**src/rtl/instr_encoder.sv**
```systemverilog
// instr_encoder: encodes MIPS instruction fields into 32-bit words, buffers
// them in a small FIFO and streams them out with an auto-incrementing byte
// address for the instruction-memory loader.
// Optional feature: define INSTR_ENC_ZERO_CHK_EN to drop (and flag) field
// sets that would write register $0.
module instr_encoder #(
  parameter int                 DEPTH     = 4,
  parameter int                 ADDR_W    = 32,
  parameter logic [ADDR_W-1:0]  BASE_ADDR = '0
) (
  input  logic                       clk,
  input  logic                       rst_n,
  input  logic                       clr,
  input  logic                       in_valid,
  output logic                       in_ready,
  input  logic [2:0]                 in_kind,
  input  logic [4:0]                 in_rs,
  input  logic [4:0]                 in_rt,
  input  logic [4:0]                 in_rd,
  input  logic [15:0]                in_imm,
  output logic                       out_valid,
  input  logic                       out_ready,
  output logic [31:0]                out_data,
  output logic [ADDR_W-1:0]          out_addr,
  output logic [$clog2(DEPTH):0]     level,
  output logic                       err_zero
);

  localparam int PW = $clog2(DEPTH);

  typedef enum logic [2:0] {
    K_ADD = 3'd0,
    K_SUB = 3'd1,
    K_AND = 3'd2,
    K_OR  = 3'd3,
    K_SLT = 3'd4,
    K_LW  = 3'd5,
    K_SW  = 3'd6,
    K_BEQ = 3'd7
  } kind_e;

  logic [31:0] mem [DEPTH];
  logic [PW:0] wr_ptr;
  logic [PW:0] rd_ptr;
  logic        full;
  logic        empty;
  logic        accept;
  logic        do_push;
  logic        do_pop;
  logic [31:0] enc_word;

  // Pointers carry one extra wrap bit so full and empty are distinguishable.
  assign full      = (wr_ptr[PW-1:0] == rd_ptr[PW-1:0]) && (wr_ptr[PW] != rd_ptr[PW]);
  assign empty     = (wr_ptr == rd_ptr);
  assign in_ready  = !full;
  assign out_valid = !empty;
  assign level     = wr_ptr - rd_ptr;
  assign out_data  = empty ? '0 : mem[rd_ptr[PW-1:0]];
  assign accept    = in_valid && !full;
  assign do_pop    = !empty && out_ready;

  // Field set to 32-bit word; R-type shares op 0 and selects by func.
  always_comb begin
    enc_word = '0;
    case (kind_e'(in_kind))
      K_ADD: enc_word = {6'b000000, in_rs, in_rt, in_rd, 5'b00000, 6'b100000};
      K_SUB: enc_word = {6'b000000, in_rs, in_rt, in_rd, 5'b00000, 6'b100010};
      K_AND: enc_word = {6'b000000, in_rs, in_rt, in_rd, 5'b00000, 6'b100100};
      K_OR:  enc_word = {6'b000000, in_rs, in_rt, in_rd, 5'b00000, 6'b100101};
      K_SLT: enc_word = {6'b000000, in_rs, in_rt, in_rd, 5'b00000, 6'b101010};
      K_LW:  enc_word = {6'b100011, in_rs, in_rt, in_imm};
      K_SW:  enc_word = {6'b101011, in_rs, in_rt, in_imm};
      K_BEQ: enc_word = {6'b000100, in_rs, in_rt, in_imm};
    endcase
  end

`ifdef INSTR_ENC_ZERO_CHK_EN
  logic writes_zero;

  // R-type with rd = 0 and lw with rt = 0 target $0.
  always_comb begin
    writes_zero = 1'b0;
    if (in_kind <= 3'd4)
      writes_zero = (in_rd == 5'd0);
    else if (kind_e'(in_kind) == K_LW)
      writes_zero = (in_rt == 5'd0);
  end

  // Handshake still completes for a dropped set; only the push is suppressed.
  assign do_push = accept && !writes_zero;

  // Sticky drop flag, cleared only by reset or clr.
  always_ff @(posedge clk) begin
    if (!rst_n || clr)
      err_zero <= 1'b0;
    else if (accept && writes_zero)
      err_zero <= 1'b1;
  end
`else
  assign do_push  = accept;
  assign err_zero = 1'b0;
`endif

  // Storage write; suppressed during reset and flush.
  always_ff @(posedge clk) begin
    if (rst_n && !clr && do_push)
      mem[wr_ptr[PW-1:0]] <= enc_word;
  end

  // Pointer and address bookkeeping; clr outranks push and pop.
  always_ff @(posedge clk) begin
    if (!rst_n || clr) begin
      wr_ptr   <= '0;
      rd_ptr   <= '0;
      out_addr <= BASE_ADDR;
    end else begin
      if (do_push)
        wr_ptr <= wr_ptr + 1'b1;
      if (do_pop) begin
        rd_ptr   <= rd_ptr + 1'b1;
        out_addr <= out_addr + ADDR_W'(4);
      end
    end
  end

endmodule

```
**config.mk**
```make
export PLATFORM = sky130hd
export DESIGN_NAME = instr_encoder
export DESIGN_NICKNAME = d
export VERILOG_FILES = /design/src/rtl/instr_encoder.sv
export SDC_FILE = /design/constraint.sdc
export NUM_CORES = 1
export LEC_CHECK = 0
export CAP_MARGIN = 20
export CORE_MARGIN = 2
export CORE_UTILIZATION = 30
export DETAILED_ROUTE_END_ITERATION = 10
export PLACE_DENSITY = 0.47
export SLEW_MARGIN = 20
export SYNTH_ARGS = -nofsm -noshare
export SYNTH_HDL_FRONTEND = slang
export SYNTH_SLANG_ARGS = --single-unit
```
**constraint.sdc**
```tcl
create_clock -name clk -period 6.1 [get_ports clk]
set_input_delay 0.61 -clock clk [delete_from_list [all_inputs] [get_ports clk]]
set_output_delay 0.61 -clock clk [all_outputs]
set_load 0.02 [all_outputs]
```
==> out/results.ini <==
[power_and_ir_drop]
ir_drop_mv=0.190
p_per_area_nw_per_um2=275
p_leak_uw=0.00271

[synthesis]
synth-edff-count=116
synth-seq-cells=154
avgSynthCellArea_sq_um=14.3
postSynthCellCount=459
seq_area_frac_synth=0.647
synthTopCellsByArea=edfxtp_1 53%, dfxtp_1 12%, mux4_2 10%, nor2b_1 3.0%, nand2_1 1.8%
synthDistinctLibCells=38
ys.flop_type=edfxtp_1
syn-cell-area_sq_um=6560
synthArstFlopShare=0
synth_top_cell_by_area=edfxtp_1
ys_warn_count=0
synth_top_area_frac=0.531

[global_routing]
grt_max_degree=38
grt_pass1_wl_um=23700
grt_pass1_vias=4324
track_usage=0.133
grt-ovfl-total=0
grt_antenna_before_repair=2

[run_status]
status=finished, final reports clean

[clock_network]
path_clk_slew_ns=0.06
hold_buffers=0
htreeDepth=4
cts_setup_buffers=0
cts_resized=0
cts_root_buffer=clkbuf_16
clock_path_buffers=2
clock_latency_ns=0.43
cts_tree=done
cts_buffers=17
numClockSinks=154

[floorplanning]
dieArea_sq_um=23100
dieHeight_um=152
coreArea_sq_um=21600
start_util=0.303
die_x_um=152
rows=54
io_pins=109

[sta]
fmax_ghz=0.282
slew_headroom=0.347
fin_crit_ns=3.55
setup-tns-final_ns=0
fin_skew_ns=0.0122
period_share=0.582
finalHoldViolations=0
setup_viol=0
worst_pin_slew_ns=0.978
slew_viol_final=0
rsz0062_at_grt=no

[layout]
drive_gt1_frac=0.124
final_common_cell=edfxtp_1
most-common-layout-cells=116 x edfxtp_1, 104 x clkdlybuf4s50_1, 37 x dfxtp_1
layout.cells.non_filler=852
multi_input_area_sq_um=2150
ff_latch_area_sq_um=4250
fillers=2053
syn2layout_area_growth_pct=28.7
nets=607
num_antenna_cells=0

[routing]
drt-total-wl_um=14900
vias_per_cell=4.83
wl_per_cell_um=17.5
drtPass1Iterations=4
drt_iter0_drc=224
route.detailed.drc=0
ant_nets=0
vias=4114

[worst_setup_path]
crit_type=reg -> out
rr_worst_depth=6
rr_startpoint=wr_ptr[0]$_SDFFE_PP0P_
r2r_slack_ns=3.37
worstReg2RegEnd=mem[2][23]$_DFFE_PP_
start_kind=register
cp.required_ns=5.49
cp.arrival_ns=2.94
end_kind=primary output
cp_max_fo=30

[min_path]
hold-path-cell-count=2
min_from=out_addr[31]$_SDFFE_PP0P_
hp-class=reg -> reg
worstHoldEndpoint=out_addr[31]$_SDFFE_PP0P_

[placement]
dp.cells=820
port_buffers=104
gp_congestion=0.737
dpl.hpwl_um=9220

[run]
cap_violations=0

## critical path: stages (launching register included)
cell and delay, ns:
dfxtp_1 0.35, inv_1 0.10, ha_1 0.33, nand2_1 0.24, nor2_4 0.71, nor2b_1 0.17
clkdlybuf4s50_1 0.59
## power breakdown
part	switching, uW	internal [uW]	leakage, uW
combinational	76.0	65.2	0.00105
clock	460	578	0.000282
sequential	3.06	1140	0.00138
## cell families after synthesis
kind of cell	after synthesis	synth area share
and+or+nand+nor	146	0.122
adders and majority gates	9	0.0183
buffers and inverters	41	0.0284
xor gates and xnor gates	15	0.0200
AOI/OAI and AO/OA	59	0.0563
DFF	154	0.647
other	1	0.000572
muxes	34	0.107
## layer usage
| metal | GRT usage | share of wire | routed length (um) | up-vias |
|---|---|---|---|---|
| met5 | 0 | 0.0018 | 27 | - |
| met4 | 0.0374 | 0.0087 | 130 | 4 |
| met3 | 0.0491 | 0.057 | 853 | 15 |
| met2 | 0.227 | 0.50 | 7450 | 104 |
| met1 | 0.157 | 0.43 | 6450 | 2042 |
| li1 | - | - | - | 1949 |
## sequential cells by signal, summed over array words and instances, names as in the netlist, named ones only
name      cells
mem         116
out_addr     30
rd_ptr        3
wr_ptr        3
## worst max path at each step
| stage | from | to | slack, ns | cells past startpoint |
|---|---|---|---|---|
| 4_1_cts | wr_ptr[0]$_SDFFE_PP0P_ | out_data[31] | 2.47 | 6 |
| 3_3_place_gp | wr_ptr[0]$_SDFFE_PP0P_ | out_data[27] | 3.09 | 6 |
| 6_report | wr_ptr[0]$_SDFFE_PP0P_ | out_data[31] | 2.55 | 6 |
| 3_5_place_dp | wr_ptr[0]$_SDFFE_PP0P_ | out_data[31] | 2.94 | 6 |
| 5_1_grt | wr_ptr[0]$_SDFFE_PP0P_ | out_data[31] | 2.34 | 6 |
| 2_1_floorplan | register | out_data[27] | 3.62 | 5 |
## cell usage after synthesis (all sizes together) (2+ instances only)
cell type	number
nor2b	31
and3	5
o31ai	14
nor2	21
a211oi	2
inv	12
a21oi	21
and4	5
nand2	31
o311ai	2
or3	3
o211ai	5
nand2b	2
buf	10
or4	15
nand4	9
dfxtp	38
nand3	10
and2	12
mux4	29
ha	8
xor2	10
clkbuf	19
a211o	2
o21ai	11
mux2i	5
edfxtp	116
xnor2	5
## area by class of cell
type | instances | share of cell area
Sequential cell | 154 | 0.503
Multi-Input combinational cell | 267 | 0.255
Timing Repair Buffer | 107 | 0.126
Clock buffer | 17 | 0.0504
Tap cell | 280 | 0.0415
Clock inverter | 15 | 0.0188
Inverter | 12 | 0.00534
## metrics by stage
step / utilization / worst slack, ns / hold WS, ns / total power (uW) / cell area (sq um)
CTS: 0.390 / 2.47 / 0.489 / 2350 / 8440
global placement: 0.363 / 3.09 / 0.465 / 1300 / 7860
finish: 0.390 / 2.55 / 0.477 / 2320 / 8440
global route: 0.390 / 2.34 / 0.532 / 2400 / 8440
floorplan: - / 3.62 / 0.527 / 1240 / 6570
detailed placement: 0.363 / 2.94 / 0.468 / 1310 / 7860
Power figures use the tool's default switching activity.
